--- src/rtl/dcache_wb_pkg.sv ---
// Shared types for the write-back data cache: address split,
// frame layout and controller states.
package dcache_wb_pkg;

    typedef logic [31:0] word_t;

    localparam int DC_SETS  = 16;
    localparam int DC_IDX_W = $clog2(DC_SETS);
    localparam int DC_TAG_W = 32 - DC_IDX_W - 3;
    // Widest tag any legal SETS can need; narrower tags are zero-extended.
    localparam int TAG_MAX_W = 29;

    typedef struct packed {
        logic [DC_TAG_W-1:0] tag;
        logic [DC_IDX_W-1:0] idx;
        logic                blkoff;
        logic [1:0]          bytoff;
    } dcachef_t;

    typedef struct packed {
        logic                 valid;
        logic                 dirty;
        logic [TAG_MAX_W-1:0] tag;
        word_t [1:0]          data;
    } dcache_frame_t;

    typedef enum logic [3:0] {
        IDLE,
        WB0,
        WB1,
        LD0,
        LD1,
        FL_CHK,
        FL_WB0,
        FL_WB1,
        CNT_WR,
        DONE
    } dc_state_t;

    function automatic word_t word_addr(
        input logic [TAG_MAX_W-1:0] blk,
        input logic                 b
    );
        return {blk, b, 2'b00};
    endfunction

endpackage

--- src/rtl/dcache_frame_array.sv ---
// Frame storage for the data cache: one synchronous write port,
// asynchronous read by index, synchronous clear-all on reset.
module dcache_frame_array
    import dcache_wb_pkg::*;
#(
    parameter int SETS = 16
) (
    input  logic                      clk,
    input  logic                      rst,
    input  logic                      we,
    input  logic [$clog2(SETS)-1:0]   widx,
    input  dcache_frame_t             wdata,
    input  logic [$clog2(SETS)-1:0]   ridx,
    output dcache_frame_t             rdata
);

    dcache_frame_t frames [SETS];

    always_ff @(posedge clk) begin
        if (rst) begin
            for (int i = 0; i < SETS; i++) begin
                frames[i] <= '0;
            end
        end else if (we) begin
            frames[widx] <= wdata;
        end
    end

    assign rdata = frames[ridx];

endmodule

--- src/rtl/dcache_wb.sv ---
// Direct-mapped write-back, write-allocate data cache with 2-word
// blocks; flushes dirty frames and reports the hit count on halt.
module dcache_wb
    import dcache_wb_pkg::*;
#(
    parameter int          SETS         = 16,
    parameter logic [31:0] HIT_CNT_ADDR = 32'h3100
) (
    input  logic        CLK,
    input  logic        RST,
    input  logic        halt,
    input  logic        dmemREN,
    input  logic        dmemWEN,
    input  logic [31:0] dmemaddr,
    input  logic [31:0] dmemstore,
    output logic        dhit,
    output logic [31:0] dmemload,
    output logic        flushed,
    output logic        dREN,
    output logic        dWEN,
    output logic [31:0] daddr,
    output logic [31:0] dstore,
    input  logic [31:0] dload,
    input  logic        dwait
);

    localparam int IDX_W = $clog2(SETS);
    localparam int TAG_W = TAG_MAX_W - IDX_W;

    dc_state_t state, nstate;

    logic [IDX_W-1:0]     fl_idx;
    logic                 fl_inc;
    logic                 fl_clr;
    logic [31:0]          hit_count;
    logic                 miss_pending;

    dcachef_t             req;
    logic [IDX_W-1:0]     req_idx;
    logic [TAG_MAX_W-1:0] req_tag;
    logic [TAG_MAX_W-1:0] req_blk;
    logic [TAG_MAX_W-1:0] vic_blk;
    logic                 req_any;
    logic                 hit;
    logic                 miss;
    logic                 fl_last;
    logic                 flushing;

    logic [IDX_W-1:0]     rd_idx;
    dcache_frame_t        rd_frame;
    dcache_frame_t        wframe;
    logic                 we;

    assign req     = dmemaddr;
    assign req_idx = dmemaddr[IDX_W+2:3];
    assign req_tag = {{IDX_W{1'b0}}, dmemaddr[31:IDX_W+3]};
    assign req_blk = dmemaddr[31:3];
    assign req_any = dmemREN | dmemWEN;

    assign flushing = (state == FL_CHK) || (state == FL_WB0)
                   || (state == FL_WB1);
    assign rd_idx   = flushing ? fl_idx : req_idx;
    assign vic_blk  = {rd_frame.tag[TAG_W-1:0], rd_idx};
    assign fl_last  = (fl_idx == IDX_W'(SETS - 1));

    assign hit  = rd_frame.valid && (rd_frame.tag == req_tag);
    assign dhit = (state == IDLE) && !halt && req_any && hit;
    assign miss = (state == IDLE) && !halt && req_any && !hit;

    assign dmemload = dhit ? rd_frame.data[req.blkoff] : '0;
    assign flushed  = (state == DONE);

    logic unused_ok;
    assign unused_ok = ^{req.tag, req.idx, req.bytoff,
                         rd_frame.tag[TAG_MAX_W-1:TAG_W]};

    dcache_frame_array #(
        .SETS (SETS)
    ) u_frames (
        .clk   (CLK),
        .rst   (RST),
        .we    (we),
        .widx  (rd_idx),
        .wdata (wframe),
        .ridx  (rd_idx),
        .rdata (rd_frame)
    );

    always_ff @(posedge CLK) begin
        if (RST) begin
            state        <= IDLE;
            fl_idx       <= '0;
            hit_count    <= '0;
            miss_pending <= 1'b0;
        end else begin
            state <= nstate;
            if (fl_clr) begin
                fl_idx <= '0;
            end else if (fl_inc) begin
                fl_idx <= fl_idx + 1'b1;
            end
            // The hit that retires a miss is not counted.
            if (dhit) begin
                if (!miss_pending) begin
                    hit_count <= hit_count + 32'd1;
                end
                miss_pending <= 1'b0;
            end else if (miss) begin
                miss_pending <= 1'b1;
            end
        end
    end

    always_comb begin
        nstate = state;
        dREN   = 1'b0;
        dWEN   = 1'b0;
        daddr  = '0;
        dstore = '0;
        we     = 1'b0;
        wframe = rd_frame;
        fl_inc = 1'b0;
        fl_clr = 1'b0;
        unique case (state)
            IDLE: begin
                if (halt) begin
                    nstate = FL_CHK;
                end else if (req_any && hit) begin
                    if (dmemWEN) begin
                        we                       = 1'b1;
                        wframe.data[req.blkoff]  = dmemstore;
                        wframe.dirty             = 1'b1;
                    end
                end else if (req_any) begin
                    nstate = (rd_frame.valid && rd_frame.dirty) ? WB0 : LD0;
                end
            end
            WB0: begin
                dWEN   = 1'b1;
                daddr  = word_addr(vic_blk, 1'b0);
                dstore = rd_frame.data[0];
                if (!dwait) nstate = WB1;
            end
            WB1: begin
                dWEN   = 1'b1;
                daddr  = word_addr(vic_blk, 1'b1);
                dstore = rd_frame.data[1];
                if (!dwait) nstate = LD0;
            end
            LD0: begin
                dREN  = 1'b1;
                daddr = word_addr(req_blk, 1'b0);
                if (!dwait) begin
                    we             = 1'b1;
                    wframe.valid   = 1'b0;
                    wframe.data[0] = dload;
                    nstate         = LD1;
                end
            end
            LD1: begin
                dREN  = 1'b1;
                daddr = word_addr(req_blk, 1'b1);
                if (!dwait) begin
                    we             = 1'b1;
                    wframe.data[1] = dload;
                    wframe.tag     = req_tag;
                    wframe.valid   = 1'b1;
                    wframe.dirty   = 1'b0;
                    nstate         = IDLE;
                end
            end
            FL_CHK: begin
                if (rd_frame.valid && rd_frame.dirty) begin
                    nstate = FL_WB0;
                end else if (fl_last) begin
                    nstate = CNT_WR;
                end else begin
                    fl_inc = 1'b1;
                end
            end
            FL_WB0: begin
                dWEN   = 1'b1;
                daddr  = word_addr(vic_blk, 1'b0);
                dstore = rd_frame.data[0];
                if (!dwait) nstate = FL_WB1;
            end
            FL_WB1: begin
                dWEN   = 1'b1;
                daddr  = word_addr(vic_blk, 1'b1);
                dstore = rd_frame.data[1];
                if (!dwait) begin
                    we           = 1'b1;
                    wframe.dirty = 1'b0;
                    if (fl_last) begin
                        nstate = CNT_WR;
                    end else begin
                        fl_inc = 1'b1;
                        nstate = FL_CHK;
                    end
                end
            end
            CNT_WR: begin
                dWEN   = 1'b1;
                daddr  = HIT_CNT_ADDR;
                dstore = hit_count;
                if (!dwait) begin
                    fl_clr = 1'b1;
                    nstate = DONE;
                end
            end
            DONE: begin
                nstate = DONE;
            end
            default: begin
                nstate = IDLE;
            end
        endcase
    end

endmodule

--- config.mk ---
export PLATFORM = sky130hd
export DESIGN_NAME = dcache_wb
export DESIGN_NICKNAME = d
export VERILOG_FILES = /design/src/rtl/dcache_wb_pkg.sv /design/src/rtl/dcache_frame_array.sv /design/src/rtl/dcache_wb.sv
export SDC_FILE = /design/constraint.sdc
export NUM_CORES = 2
export LEC_CHECK = 0
export CAP_MARGIN = 15
export CELL_PAD_IN_SITES_DETAIL_PLACEMENT = 0
export CELL_PAD_IN_SITES_GLOBAL_PLACEMENT = 1
export CORE_UTILIZATION = 30
export CTS_CLUSTER_DIAMETER = 60
export CTS_CLUSTER_SIZE = 8
export DETAILED_ROUTE_END_ITERATION = 8
export GPL_TIMING_DRIVEN = 0
export PLACE_DENSITY_LB_ADDON = 0.3
export SYNTH_ARGS = -nofsm -noshare
export SYNTH_HDL_FRONTEND = slang
export SYNTH_HIERARCHICAL = 1
export SYNTH_SLANG_ARGS = --single-unit
--- constraint.sdc ---
create_clock -name CLK -period 7 [get_ports CLK]
set_input_delay 1.4 -clock CLK [delete_from_list [all_inputs] [get_ports CLK]]
set_output_delay 1.4 -clock CLK [all_outputs]
set_load 0.02 [all_outputs]
# --- Word-level counts from Yosys, hierarchy flattened ---
# Memory sizes are Yosys's and may differ from the RTL's.
# Cells that the tools add are included.
word_totals:
  reg_bits: 41
  ram_bits: 1520
  inputBits: 102
  elab_cells: 114
  n_memories: 1
mem_list:
  columns: ["name", "depth", "width", "read_ports", "rd_ports_with_merged_regs", "write_ports", "line", "source"]
  rows:
  - ["u_frames.frames", 16, 95, 1, 0, 16, "dcache_frame_array.sv:17", "dcache_frame_t frames [SETS];"]
op_classes:
  add_sub_neg: 2
  n_lt_le_gt_ge: 2
  n_eq_ne: 21
  muxes: 59
  bitwise_logic: 2
  n_reduce_logical: 23
ops:
  columns: ["cell", "count"]
  rows:
  - ["64-bit two-way mux", 3]
  - ["32-bit two-way mux", 5]
  - ["32-bit case mux with 5 select lines", 1]
  - ["32-bit case mux with 2 select lines", 2]
  - ["32-bit case mux with 3 select lines", 1]
  - ["95-bit two-way mux", 1]
  - ["95-bit OR reduction", 1]
  - ["64-bit bitwise mux", 1]
  - ["63-bit two-way mux", 1]
  - ["4-bit two-way mux", 15]
  - ["4-bit case mux with 10 select lines", 1]
  - ["32-bit by 1-bit adder with 32-bit output (second input constant)", 1]
  - ["32-bit demux with 1-bit select", 1]
  - ["29-bit by 25-bit == test with 1-bit output", 1]
  - ["29-bit two-way mux", 1]
  - ["1-bit two-way mux", 21]
  - ["4-bit by 3-bit == test with 1-bit output (second input constant)", 4]
  - ["2-bit inequality test (second input constant)", 7]
  - ["4-bit == test (second input constant)", 3]
  - ["10-bit AND reduction", 1]
  - ["2-bit OR reduction", 5]
  - ["4-bit by 2-bit == test with 1-bit output (second input constant)", 2]
  - ["1-bit logical AND", 8]
  - ["3-bit inequality test (second input constant)", 2]
  - ["16 further kinds", 20]

# --- Depth between registers and ports, before layout ---
# An unclocked memory read counts as a cell.
depth:
  depth_word: 16
  depth_mapped: 23
  depth_no_buf: 16

# --- By module ---
# Netlist, hierarchy kept.
by_module_without_submodules:
  columns: ["module", "n_inst", "cells_per_inst", "area_per_inst_um2", "seq_area_each_um2"]
  rows:
  - ["dcache_frame_array", 1, 4132, 67330.8, 45643.8]
  - ["dcache_wb", 1, 713, 5429.0, 820.8]

# --- Worst setup path after synthesis ---
# OpenSTA, ideal clock, no wires.
synth_timing:
  path_type: "in2reg"
  from: "input dmemaddr[3]"
  to: "memory u_frames/frames[0][0] (netlist name), enable pin"
  setup_ns: 0.413
  t_arrival_ns: 6.937
  slack_ns: -0.350
  cell_stages: 19
  cell_sequence: "mux2_2 > buf_2 > clkbuf_1 > buf_2 > mux4_2 > a22oi_1 > nand2_1 > or3_1 > nor3_1 > nand4_1 > or3_1 > clkbuf_1 > inv_1 > nand2_1 > o31ai_1 > or4b_4 > nor3_4 > buf_2 > or2_2"
synth_rtl:
  columns: ["item", "line", "source"]
  rows:
  - ["from (decl)", "dcache_wb.sv:14", "input logic [31:0] dmemaddr,"]
  - ["to (decl)", "dcache_frame_array.sv:17", null]

==> impl_metrics.csv <==
group,metric,value,unit
flow_run,maxCapViolCount,0,
clock_tree,cts_tree,"done",
sta,worst_pin_slew,1.51,ns
setup_path,cp_slowest_cell,"a222oi_1",
synth,synth_cells,4845,
layout,layout-drive-gt1-share,0.202,
run_status,failed_checks,"slew limit, setup timing",
setup_path,cp-start-kind,"primary input",
layout,nFillCells,22800,
sta,fin_skew,0.0406,ns
setup_path,crit_chain,"buf_2 > mux2_4 > buf_4 > clkbuf_2 > buf_8 > clkbuf_2 > mux4_2 > a22oi_1 > nand2_1 > a222oi_1 > inv_1 > clkdlybuf4s50_1",
power_and_ir_drop,p_leak,31.6,nW
detailed_routing,first_pass_iters,8,
sta,fin_crit_sh,1.01,
setup_path,reg2reg_depth,24,
setup_path,cp-end-kind,"primary output",
placed_design,finalWeightedCongestion,0.855,
setup_path,crit_type,"primary input to primary output",
sta,whs,0.522,ns
setup_path,cp.required,5.60,ns
synth,synthAdderAreaFrac,0.000344,
sta,hold_viol_final,0,
clock_tree,clk_latency,0.84,ns
sta,setup_viol,5,
synth,synth-edff-count,1520,
detailed_routing,routed_wl,269000,µm
sta,setup_ws,-0.0625,ns
setup_path,path_common_cell,"clkbuf_2",
floorplanning,dieArea,245000,µm²
clock_tree,clockRootBuffer,"clkbuf_16",
synth,ys.flop_type,"edfxtp_1",
layout,fin_cells,8683,
grt,grt_max_degree,45,
synth,syn_avg_cell_area,15.0,µm²
detailed_routing,drc,0,
grt,gr-total-overflow,0,
synth,synth_top_family_by_area,"simple AND/OR/NAND/NOR gates",
placed_design,io_buffers,196,
clock_tree,clk_path_buf_depth,3,
synth,async_flop_share,0,
sta,slew_headroom,-0.00780,
min_path,min-delay-start,"hit_count[1]",
floorplanning,initial_utilization,0.302,
grt,grt_use_total,0.219,
layout,fin_area,87800,µm²
floorplanning,die_h,494,µm
floorplanning,coreArea,241000,µm²
grt,grt_pass1_wl,370000,µm
synth,synth_top_cell_area_share,0.627,
sta,slew_viol_final,1,
layout,final_core_util,0.365,
clock_tree,clkTransAtPathRegs,0.05,ns
layout,area_growth,20.7,%
clock_tree,htreeDepth,4,
clock_tree,cts_buffers,217,
synth,synth_xor_area_frac,0.00361,
setup_path,worstPathArrival,5.66,ns
detailed_routing,ant_nets,0,
detailed_routing,drt_iter0_markers,5452,
clock_tree,cts_sinks,1561,
placed_design,place_area,79900,µm²
floorplanning,die_width,494,µm
synth,synth_area_leader_cell,"edfxtp_1",
min_path,hp-class,"flop to flop",
clock_tree,hold_buffers,0,
floorplanning,fp-row-count,180,
sta,fmax,142,MHz
placed_design,place_hpwl,184000,µm
grt,grt_antenna_before_repair,17,
detailed_routing,post_drt_wl_per_cell,31.0,µm
synth,muxShareOfSynthArea,0.127,
synth,synth_cell_types,63,
placed_design,dp.cells,8281,
synth,synth_compound_area_frac,0.0438,
synth,synth_area,72800,µm²
synth,ys_seq_elements,1561,
sta,layout_min_cycle_time,7.06,ns
detailed_routing,via_per_inst,5.31,
grt,grt_pass1_vias,46300,
synth,yosys_warnings,6,
power_and_ir_drop,ir_drop,0.205,mV
detailed_routing,vias,46100,
sta,rsz0062_at_grt,"yes",
synth,synth-seq-area-share,0.639,
run_status,status,"finished with violations",
synth,synth_area_leaders,"edfxtp_1, and2_1, mux4_2",
setup_path,timing.rr.start,"state[0]",
layout,nNetsFinal,5520,
setup_path,reg2reg_setup_slack,0.04,ns
min_path,hold_end,"hit_count[1]",
floorplanning,ioPinCount,202,
setup_path,worstPathMaxFanout,10,
setup_path,critPathMaxStageDelay,1.10,ns
min_path,min_delay_path_depth,2,
synth,synth-simple-area-share,0.159,
power_and_ir_drop,finalPower,0.0270,W
power_and_ir_drop,powerDensity,308,nW/µm²
setup_path,r2r_end,"u_frames/frames[2][37]",
==> worst max-delay path, delay by kind of cell <==
kind | cells | cell delay [ns]
buf+inv | 7 | 2.00
compound gates | 2 | 1.36
mux | 2 | 0.61
simple gates | 1 | 0.26
==> power breakdown <==
group / internal [W] / leakage, nW / switching [W]
Clock: 0.00557 / 2.84 / 0.00389
Combinational: 0.00236 / 12.7 / 0.00448
Sequential: 0.0106 / 16.0 / 0.000103
Total: 0.0186 / 31.6 / 0.00847
==> final cells by class <==
class | instances | area (µm²) | share of cell area
flip-flops and latches | 1561 | 46500 | 0.529
multi-input cells | 2804 | 24900 | 0.284
clock buffers | 270 | 5650 | 0.0643
repair buffers | 346 | 4080 | 0.0464
well taps | 3185 | 3990 | 0.0454
plain buffers | 443 | 2320 | 0.0264
clock inverters | 19 | 196 | 0.00224
inverters | 43 | 161 | 0.00184
diodes | 12 | 30.0 | 0.000342
==> kinds of logic after synthesis <==
logic type / count (synthesis)
fa+ha+maj: 2
buf+inv: 497
mux: 444
xor+xnor: 30
flops: 1561
other cells: 1
compound gates: 405
simple gates: 1905
==> sequential cells by signal (all words and copies together) (netlist names) <==
name and count:
fl_idx 4, miss_pending 1, u_frames/frames 1520, hit_count 32
state 4
==> worst max path at each step <==
stage	startpoint	to	slack, ns	depth (start not counted)
after floorplan	dmemaddr[3]	u_frames/frames[0][0]	0.12	19
after global placement	dmemaddr[4]	u_frames/frames[12][7]	-7.59	20
after detailed placement	dmemaddr[4]	u_frames/frames[14][64]	-5.78	22
after CTS	dmemaddr[4]	dstore[12]	-0.14	13
after global routing	state[0]	dmemload[1]	-0.08	21
final	dmemaddr[4]	dstore[31]	-0.06	12
==> cells in the mapped netlist (all sizes together), types with 3 or more instances <==
library cell  number
nand4b             6
nand4bb            8
edfxtp          1520
a21oi             37
a221o             67
a22o              26
buf               72
nand2b             5
clkbuf           382
mux4             380
xnor2              6
o31ai             14
nand2            120
nor2b              9
nand4             10
and3               8
mux2              30
and2            1587
or3               15
xor2              24
a222oi            32
o21ai             22
mux2i             34
a22oi            191
o41ai              3
or2               17
nor4               8
or4                7
nor3               9
nor2              71
nand3             15
inv               43
dfxtp             41
==> per-stage QoR <==
step | TNS (ns) | setup WS (ns)
6_report | -0.135 | -0.0625
4_1_cts | -3.46 | -0.144
2_1_floorplan | 0 | 0.119
5_1_grt | -0.435 | -0.0804
3_3_place_gp | - | -7.59
3_5_place_dp | - | -5.78
==> placed cells by master, fill, tap and decap left out, types with 15 or more instances in the layout <==
cell and n:
a21oi_1 37, a221o_1 67, a222oi_1 32, a22o_1 26, a22oi_1 166, a22oi_2 25
and2_1 1586, buf_12 36, buf_16 30, buf_2 37, buf_4 102, buf_6 26
clkbuf_1 343, clkbuf_16 225, clkbuf_2 53, clkbuf_4 18, clkdlybuf4s50_1 156, dfxtp_1 37
edfxtp_1 1520, inv_1 43, mux2_2 26, mux2i_1 34, mux4_2 380, nand2_1 106
nand3_1 15, nor2_1 34, nor2_4 28, o21ai_0 22, or2_4 21, xor2_1 24
==> routing by layer <==
layer	wire (µm)	up-vias	GRT usage
met5	49	-	0
met4	16700	8	0.124
met3	23000	534	0.0455
met2	124000	2289	0.344
met1	106000	24000	0.280
li1	-	19200	-
==> timing repair <==
action / CTS / global route
buffers inserted: 80 / 15
resized for setup: 411 / 93
setup endpoints to repair: 3166 / 1230
pin swaps: 41 / 23
cloned: 18 / 0
endpoints found under the hold margin: 0 / 0
No activity file was read; power rests on OpenSTA's default activity.
